`src/rtl/lc3b_types.sv`:
```
// Shared LC-3b memory-side types.
//   lc3b_word    : 16-bit address/word
//   lc3b_32bytes : 256-bit cache line
//   arb_state_e  : L2 arbiter transaction state
package lc3b_types;

  typedef logic [15:0]  lc3b_word;
  typedef logic [255:0] lc3b_32bytes;

  typedef enum logic {
    IDLE = 1'b0,
    BUSY = 1'b1
  } arb_state_e;

endpackage

```
`src/rtl/arb_rr2.sv`:
```
// Two-way round-robin picker (purely combinational).
//   req0, req1 : client requests
//   last       : index of the client most recently granted
//   winner     : index of the selected client (meaningful when valid=1)
//   valid      : at least one client is requesting
module arb_rr2 (
  input  logic req0,
  input  logic req1,
  input  logic last,
  output logic winner,
  output logic valid
);

  always_comb begin
    valid = req0 | req1;
    // Under contention the client that was not served last wins;
    // otherwise the sole requester (or 0 when nobody asks) is picked.
    if (req0 && req1) begin
      winner = ~last;
    end else begin
      winner = req1;
    end
  end

endmodule

```
`src/rtl/l2_arbiter.sv`:
```
// Arbitrates the I-cache (client 0) and D-cache (client 1) line requests onto
// a single pmem-style downstream port. The winning request is latched so the
// downstream side sees a stable command/address/data for the whole transaction,
// and the one-cycle completion is routed only to the granted client.
//   clk, rst                 : clock, asynchronous active-high reset
//   cN_read/cN_write         : client N level requests (write dominates)
//   cN_address/cN_wdata      : client N line address / write line
//   cN_resp/cN_rdata         : client N completion pulse / read line
//   l2_read/l2_write         : downstream command (registered)
//   l2_address/l2_wdata      : latched address / write line
//   l2_resp/l2_rdata         : downstream completion pulse / read line
module l2_arbiter
  import lc3b_types::*;
#(
  parameter int ADDR_W = 16,
  parameter int LINE_W = 256
) (
  input  logic              clk,
  input  logic              rst,
  input  logic              c0_read,
  input  logic              c0_write,
  input  logic [ADDR_W-1:0] c0_address,
  input  logic [LINE_W-1:0] c0_wdata,
  output logic              c0_resp,
  output logic [LINE_W-1:0] c0_rdata,
  input  logic              c1_read,
  input  logic              c1_write,
  input  logic [ADDR_W-1:0] c1_address,
  input  logic [LINE_W-1:0] c1_wdata,
  output logic              c1_resp,
  output logic [LINE_W-1:0] c1_rdata,
  output logic              l2_read,
  output logic              l2_write,
  output logic [ADDR_W-1:0] l2_address,
  output logic [LINE_W-1:0] l2_wdata,
  input  logic              l2_resp,
  input  logic [LINE_W-1:0] l2_rdata
);

  arb_state_e        state_q, state_d;
  logic              gnt_q, gnt_d;
  logic              last_q, last_d;
  logic              op_wr_q, op_wr_d;
  logic [ADDR_W-1:0] addr_q, addr_d;
  logic [LINE_W-1:0] wdata_q, wdata_d;
  logic              l2_read_q, l2_read_d;
  logic              l2_write_q, l2_write_d;

  logic arb_winner;
  logic arb_valid;

  arb_rr2 u_rr (
    .req0   (c0_read | c0_write),
    .req1   (c1_read | c1_write),
    .last   (last_q),
    .winner (arb_winner),
    .valid  (arb_valid)
  );

  always_comb begin
    state_d    = state_q;
    gnt_d      = gnt_q;
    last_d     = last_q;
    op_wr_d    = op_wr_q;
    addr_d     = addr_q;
    wdata_d    = wdata_q;
    l2_read_d  = l2_read_q;
    l2_write_d = l2_write_q;
    case (state_q)
      IDLE: begin
        if (arb_valid) begin
          state_d    = BUSY;
          gnt_d      = arb_winner;
          last_d     = arb_winner;
          op_wr_d    = arb_winner ? c1_write   : c0_write;
          addr_d     = arb_winner ? c1_address : c0_address;
          wdata_d    = arb_winner ? c1_wdata   : c0_wdata;
          // Command flops are loaded alongside the latch so they are
          // valid in the first BUSY cycle.
          l2_read_d  = ~op_wr_d;
          l2_write_d = op_wr_d;
        end
      end
      BUSY: begin
        if (l2_resp) begin
          state_d    = IDLE;
          l2_read_d  = 1'b0;
          l2_write_d = 1'b0;
        end
      end
      default: state_d = IDLE;
    endcase
  end

  always_ff @(posedge clk or posedge rst) begin
    if (rst) begin
      state_q    <= IDLE;
      gnt_q      <= 1'b0;
      last_q     <= 1'b1;
      op_wr_q    <= 1'b0;
      addr_q     <= '0;
      wdata_q    <= '0;
      l2_read_q  <= 1'b0;
      l2_write_q <= 1'b0;
    end else begin
      state_q    <= state_d;
      gnt_q      <= gnt_d;
      last_q     <= last_d;
      op_wr_q    <= op_wr_d;
      addr_q     <= addr_d;
      wdata_q    <= wdata_d;
      l2_read_q  <= l2_read_d;
      l2_write_q <= l2_write_d;
    end
  end

  assign l2_read    = l2_read_q;
  assign l2_write   = l2_write_q;
  assign l2_address = addr_q;
  assign l2_wdata   = wdata_q;

  // Completion is combinational from l2_resp and only honoured while BUSY,
  // so a stray pulse in IDLE never reaches a client.
  assign c0_resp  = (state_q == BUSY) & l2_resp & ~gnt_q;
  assign c1_resp  = (state_q == BUSY) & l2_resp &  gnt_q;
  assign c0_rdata = l2_rdata;
  assign c1_rdata = l2_rdata;

endmodule
```
`config.mk`:
```
export PLATFORM = sky130hd
export DESIGN_NAME = l2_arbiter
export DESIGN_NICKNAME = d
export VERILOG_FILES = /design/src/rtl/lc3b_types.sv /design/src/rtl/arb_rr2.sv /design/src/rtl/l2_arbiter.sv
export SDC_FILE = /design/constraint.sdc
export NUM_CORES = 1
export LEC_CHECK = 0
export CAP_MARGIN = 10
export CORE_AREA = 2 2 622 624
export DETAILED_ROUTE_END_ITERATION = 8
export DIE_AREA = 0 0 624 626
export PLACE_DENSITY = 0.3
export SYNTH_ARGS = -nofsm -noshare
export SYNTH_HDL_FRONTEND = slang
export SYNTH_SLANG_ARGS = --single-unit
```
`constraint.sdc`:
```
create_clock -name clk -period 22.2 [get_ports clk]
set_input_delay 5.55 -clock clk [delete_from_list [all_inputs] [get_ports clk]]
set_output_delay 5.55 -clock clk [all_outputs]
set_load 0.02 [all_outputs]
```
# == Word-level counts from Yosys, hierarchy flattened ==
# Cells that the tools add are included.
# op_classes
n_eq_ne,2
n_mux,12
bitwise_logic,10
n_reduce_logical,3
# ops
cell,count
$mux W256,1
$mux W16,1
$mux W1,7
$pmux W1 S2,3
$ne A2 B2 Y1 const B,2
$not A1 Y1,4
$reduce_and A2 Y1,2
$and A1 B1 Y1,3
$or A1 B1 Y1,3
$logic_and A1 B1 Y1,1
# word_totals
regBits,277
in_bits,807
output_inout_bits,788
elab_cells,34

# == Logic depth before layout (Yosys ltp) ==
# logic_depth
depth_word,7
mapped_depth,6

# == Hierarchy ==
# A second synthesis with hierarchy kept.
# unflattened
hier_cells,1412
hier_area_um2,19452.4
# by_module_without_submodules
module,instances,cells_per_inst,area_each_um2,seq_area_each_um2
l2_arbiter,1,1410,19438.6,6932.9
arb_rr2,1,2,13.8,0.0

# == Worst setup path after synthesis ==
# Ideal clock, no wire load.
# synth_path
path_kind,input to output
startpoint,input l2_resp
endpoint,output c0_resp
arrival_ns,5.900
setup_slack_ns,10.750
stages,2
path_buffers,0
cell_sequence,nand2_1 > nor2_1
# synth_via
elab_chain_cells,2
# synth_lines
element,line,rtl
"start, declared",l2_arbiter.sv:36,"input logic l2_resp,"
$and A1 B1 Y1 (2 in series),l2_arbiter.sv:124,assign c0_resp = (state_q == BUSY) & l2_resp & ~gnt_q;
"end, declared",l2_arbiter.sv:24,"output logic c0_resp,"
# No other way between the ends.

# == Final worst setup path ==
# Same ends and word-level chain as after synthesis.

==> results.py <==
metrics = {
    "logic_synthesis": {
        "synthCells": 1841,
        "synth.yosys.warnings": 0,
        "mappedNetlistNets": 2648,
        "synthDistinctLibCells": 24,
        "synth.cell_area_um2": 17900,
        "synth.ff_latch_count": 277,
        "yosysSeqAreaShare_pct": 38.7,
        "post_synth.cell_area_avg_um2": 9.74,
    },
    "cts": {
        "clk_path_buf_depth": 3,
        "cts_htree_levels": 2,
        "cts-resized-gates": 0,
        "clock_sinks": 277,
        "cts_tree": "done",
        "postCtsSetupRepairBufs": 0,
        "clk_pin_slew_worst_paths_ns": 0.06,
        "cts_inserted_buffers": 46,
        "clock_insertion_delay_worst_skew_ns": 0.72,
        "cts_hold_buffers": 0,
        "cts-root-buf": "sky130_fd_sc_hd__clkbuf_16",
    },
    "outcome": {
        "outcome": "completed",
    },
    "placed_design": {
        "dpl_worst_slack_ns": 9.65,
        "port_buffers": 826,
        "place.detailed.hpwl_mm": 173,
        "dpl-instance-area_um2": 28100,
        "globalplace.congestion": 0.800,
    },
    "timing": {
        "tightest_slew_ns": 1.37,
        "final_total_negative_setup_slack_ns": 0,
        "minimum_period_implied_by_the_final_worst_setup_slack_ns": 12.58,
        "max_freq_ghz": 0.0795,
        "clock_skew_ns": 0.0784,
        "rsz0062_at_grt": "no",
        "drv_slew": 0,
        "timing_hold_violations_final": 0,
        "postLayoutSetupSlackWorst_ns": 9.62,
        "timing.slew.headroom_pct": 7.97,
        "setup_viol": 0,
        "min_period_over_period_pct": 56.7,
    },
    "layout": {
        "post_route_cells_drive_above_1_share_pct": 5.74,
        "finalNetCount": 2829,
        "layout-area-overhead-vs-synth_pct": 65.6,
        "finish.instance_area_um2": 29700,
        "finish.utilization_pct": 7.73,
    },
    "grt": {
        "grt_pass1_vias": 17700,
        "antenna_found_initial": 36,
        "gr-usage-all-layers_pct": 10.2,
        "grt_pass1_wl_mm": 250,
        "global_route.overflow_total": 0,
        "grt_start_max_net_pins": 123,
    },
    "detailed_routing": {
        "total_number_of_vias": 17100,
        "number_of_nets_with_antenna_violations_after_detailed_routing": 0,
        "via_per_inst": 2.40,
        "post_detailed_routing_wire_length_mm": 209,
        "dr.pass1.iters": 5,
        "route.detailed.wl_per_inst_um": 29.3,
        "drc_errors": 0,
        "initialDrtViolationCount": 1390,
    },
    "setup_path": {
        "worst-endpoint-arrival_ns": 7.03,
        "ff2ff_path_depth": 4,
        "worstPathRequired_ns": 16.65,
        "path_class": "input pin to output port",
        "reg2reg_slack_ns": 18.34,
        "crit-reg2reg-capture": "l2_wdata[131]",
        "timing.critical_path.to_type": "output port",
        "setup.worst_path.start_class": "input pin",
        "worst_r2r_src": "state_q",
        "crit_path_max_fanout": 3,
    },
    "power": {
        "power_density_nw_per_um2": 85.7,
        "power.ir.vdd_worst_uv": 56.7,
        "total_leakage_power_nw": 8.89,
    },
    "min_path": {
        "timing.hold.worst.start": "l2_wdata[172]",
        "whs_path_depth": 1,
        "holdCritPathClass": "register to register",
        "worstHoldEndpoint": "l2_wdata[172]",
    },
    "floorplan": {
        "initial_core_util_pct": 4.67,
        "placeableCoreArea_um2": 384000,
        "floorplan.die.width_um": 624,
        "pin_count": 1595,
        "die_height_um": 626,
        "placementRows": 228,
        "die_area_um2": 391000,
    },
    "job": {
        "number_of_max_cap_violations": 0,
    },
}
[metal layers]
| layer | up-vias | GRT usage [%] | routed length [um] |
|---|---|---|---|
| li1 | 6934 | - | - |
| met1 | 8449 | 8.82 | 60300 |
| met2 | 1359 | 18.0 | 106000 |
| met3 | 321 | 7.23 | 33700 |
| met4 | 8 | 3.79 | 8630 |
| met5 | - | 0.556 | 292 |
[worst max-delay path by stage]
stage	slack, ns	startpoint	to	cells past startpoint
after floorplan	9.01	rst	gnt_q	1
after global placement	9.61	l2_resp	c0_resp	4
after detailed placement	9.65	l2_resp	c0_resp	4
after CTS	9.64	l2_resp	c0_resp	4
after global routing	9.60	l2_resp	c0_resp	4
final	9.62	l2_resp	c0_resp	4
[layout make-up]
type | count | area [um^2]
fill | 44600 | 355000
timing repair buffer | 857 | 8520
sequential | 277 | 6940
tap | 5060 | 6330
multi-input combinational | 839 | 6320
clock buffer | 68 | 1340
clock inverter | 14 | 209
antenna | 11 | 27.5
inverter | 1 | 11.3
[registers in the layout, indices dropped and copies added (netlist names)]
| name | cells |
|---|---|
| l2_wdata | 256 |
| l2_address | 16 |
| gnt_q | 1 |
| l2_read | 1 |
| l2_write | 1 |
| last_q | 1 |
| state_q | 1 |
[power by group]
group	switching (mW)	total [mW]	internal (mW)
combinational	0.614	1.03	0.414
sequential	0.112	0.732	0.620
clock	0.330	0.784	0.454
total	1.06	2.55	1.49
[placed cells by master (no fill, tap or decap), types with 2 or more instances in the layout]
master                            count
sky130_fd_sc_hd__a2bb2oi_1          272
sky130_fd_sc_hd__a311oi_1           272
sky130_fd_sc_hd__buf_12               2
sky130_fd_sc_hd__buf_4               33
sky130_fd_sc_hd__bufinv_16            3
sky130_fd_sc_hd__clkbuf_1            11
sky130_fd_sc_hd__clkbuf_16           46
sky130_fd_sc_hd__clkbuf_8            11
sky130_fd_sc_hd__clkdlybuf4s50_1    822
sky130_fd_sc_hd__clkinv_2             3
sky130_fd_sc_hd__clkinv_4             2
sky130_fd_sc_hd__clkinv_8             2
sky130_fd_sc_hd__clkinvlp_4           2
sky130_fd_sc_hd__dfrtp_1            275
sky130_fd_sc_hd__diode_2             11
sky130_fd_sc_hd__nand2_1              3
sky130_fd_sc_hd__nor2_4               2
sky130_fd_sc_hd__o211ai_1             2
sky130_fd_sc_hd__o21ai_0            272
sky130_fd_sc_hd__o2bb2ai_1            2
sky130_fd_sc_hd__or2_2                2
[synthesized netlist by cell type (all sizes together)]
master	count	share of area [%]
a2bb2oi	272	13
buf	578	23
o211ai	2	0.084
or2	3	0.10
o221a	1	0.063
a21oi	1	0.028
nor4	1	0.12
a311oi	272	13
dfstp	1	0.15
o21ai	273	7.6
nand3b	1	0.042
and3	1	0.035
o21a	1	0.042
and2	1	0.035
nand2	3	0.063
clkbuf	146	3.1
mux2i	1	0.056
dfrtp	276	39
nor2	3	0.063
inv	1	0.021
o2bb2ai	2	0.098
nor2b	1	0.035
[cell families after synthesis]
family	Yosys count	synth area share, %
AO/OA/AOI/OAI	824	34.5
buffers and inverters	725	26.3
flip-flops	277	38.7
multiplexers	1	0.0558
AND/OR/NAND/NOR	14	0.495
[through the flow]
stage               std cells  hold slack (ns)  power (mW)
floorplan                1841            0.471        1.23
global placement         7034            0.523        1.82
detailed placement       7034            0.527        1.81
CTS                      7116            0.546        2.63
global route             7118            0.552        2.68
finish                   7127            0.542        2.55
[critical path, cell delays in order]
cell	delay, ns
sky130_fd_sc_hd__clkdlybuf4s50_1	0.54
sky130_fd_sc_hd__nand2_1	0.14
sky130_fd_sc_hd__nor2_1	0.18
sky130_fd_sc_hd__clkdlybuf4s50_1	0.63
No activity file was read; power rests on OpenSTA's default activity.
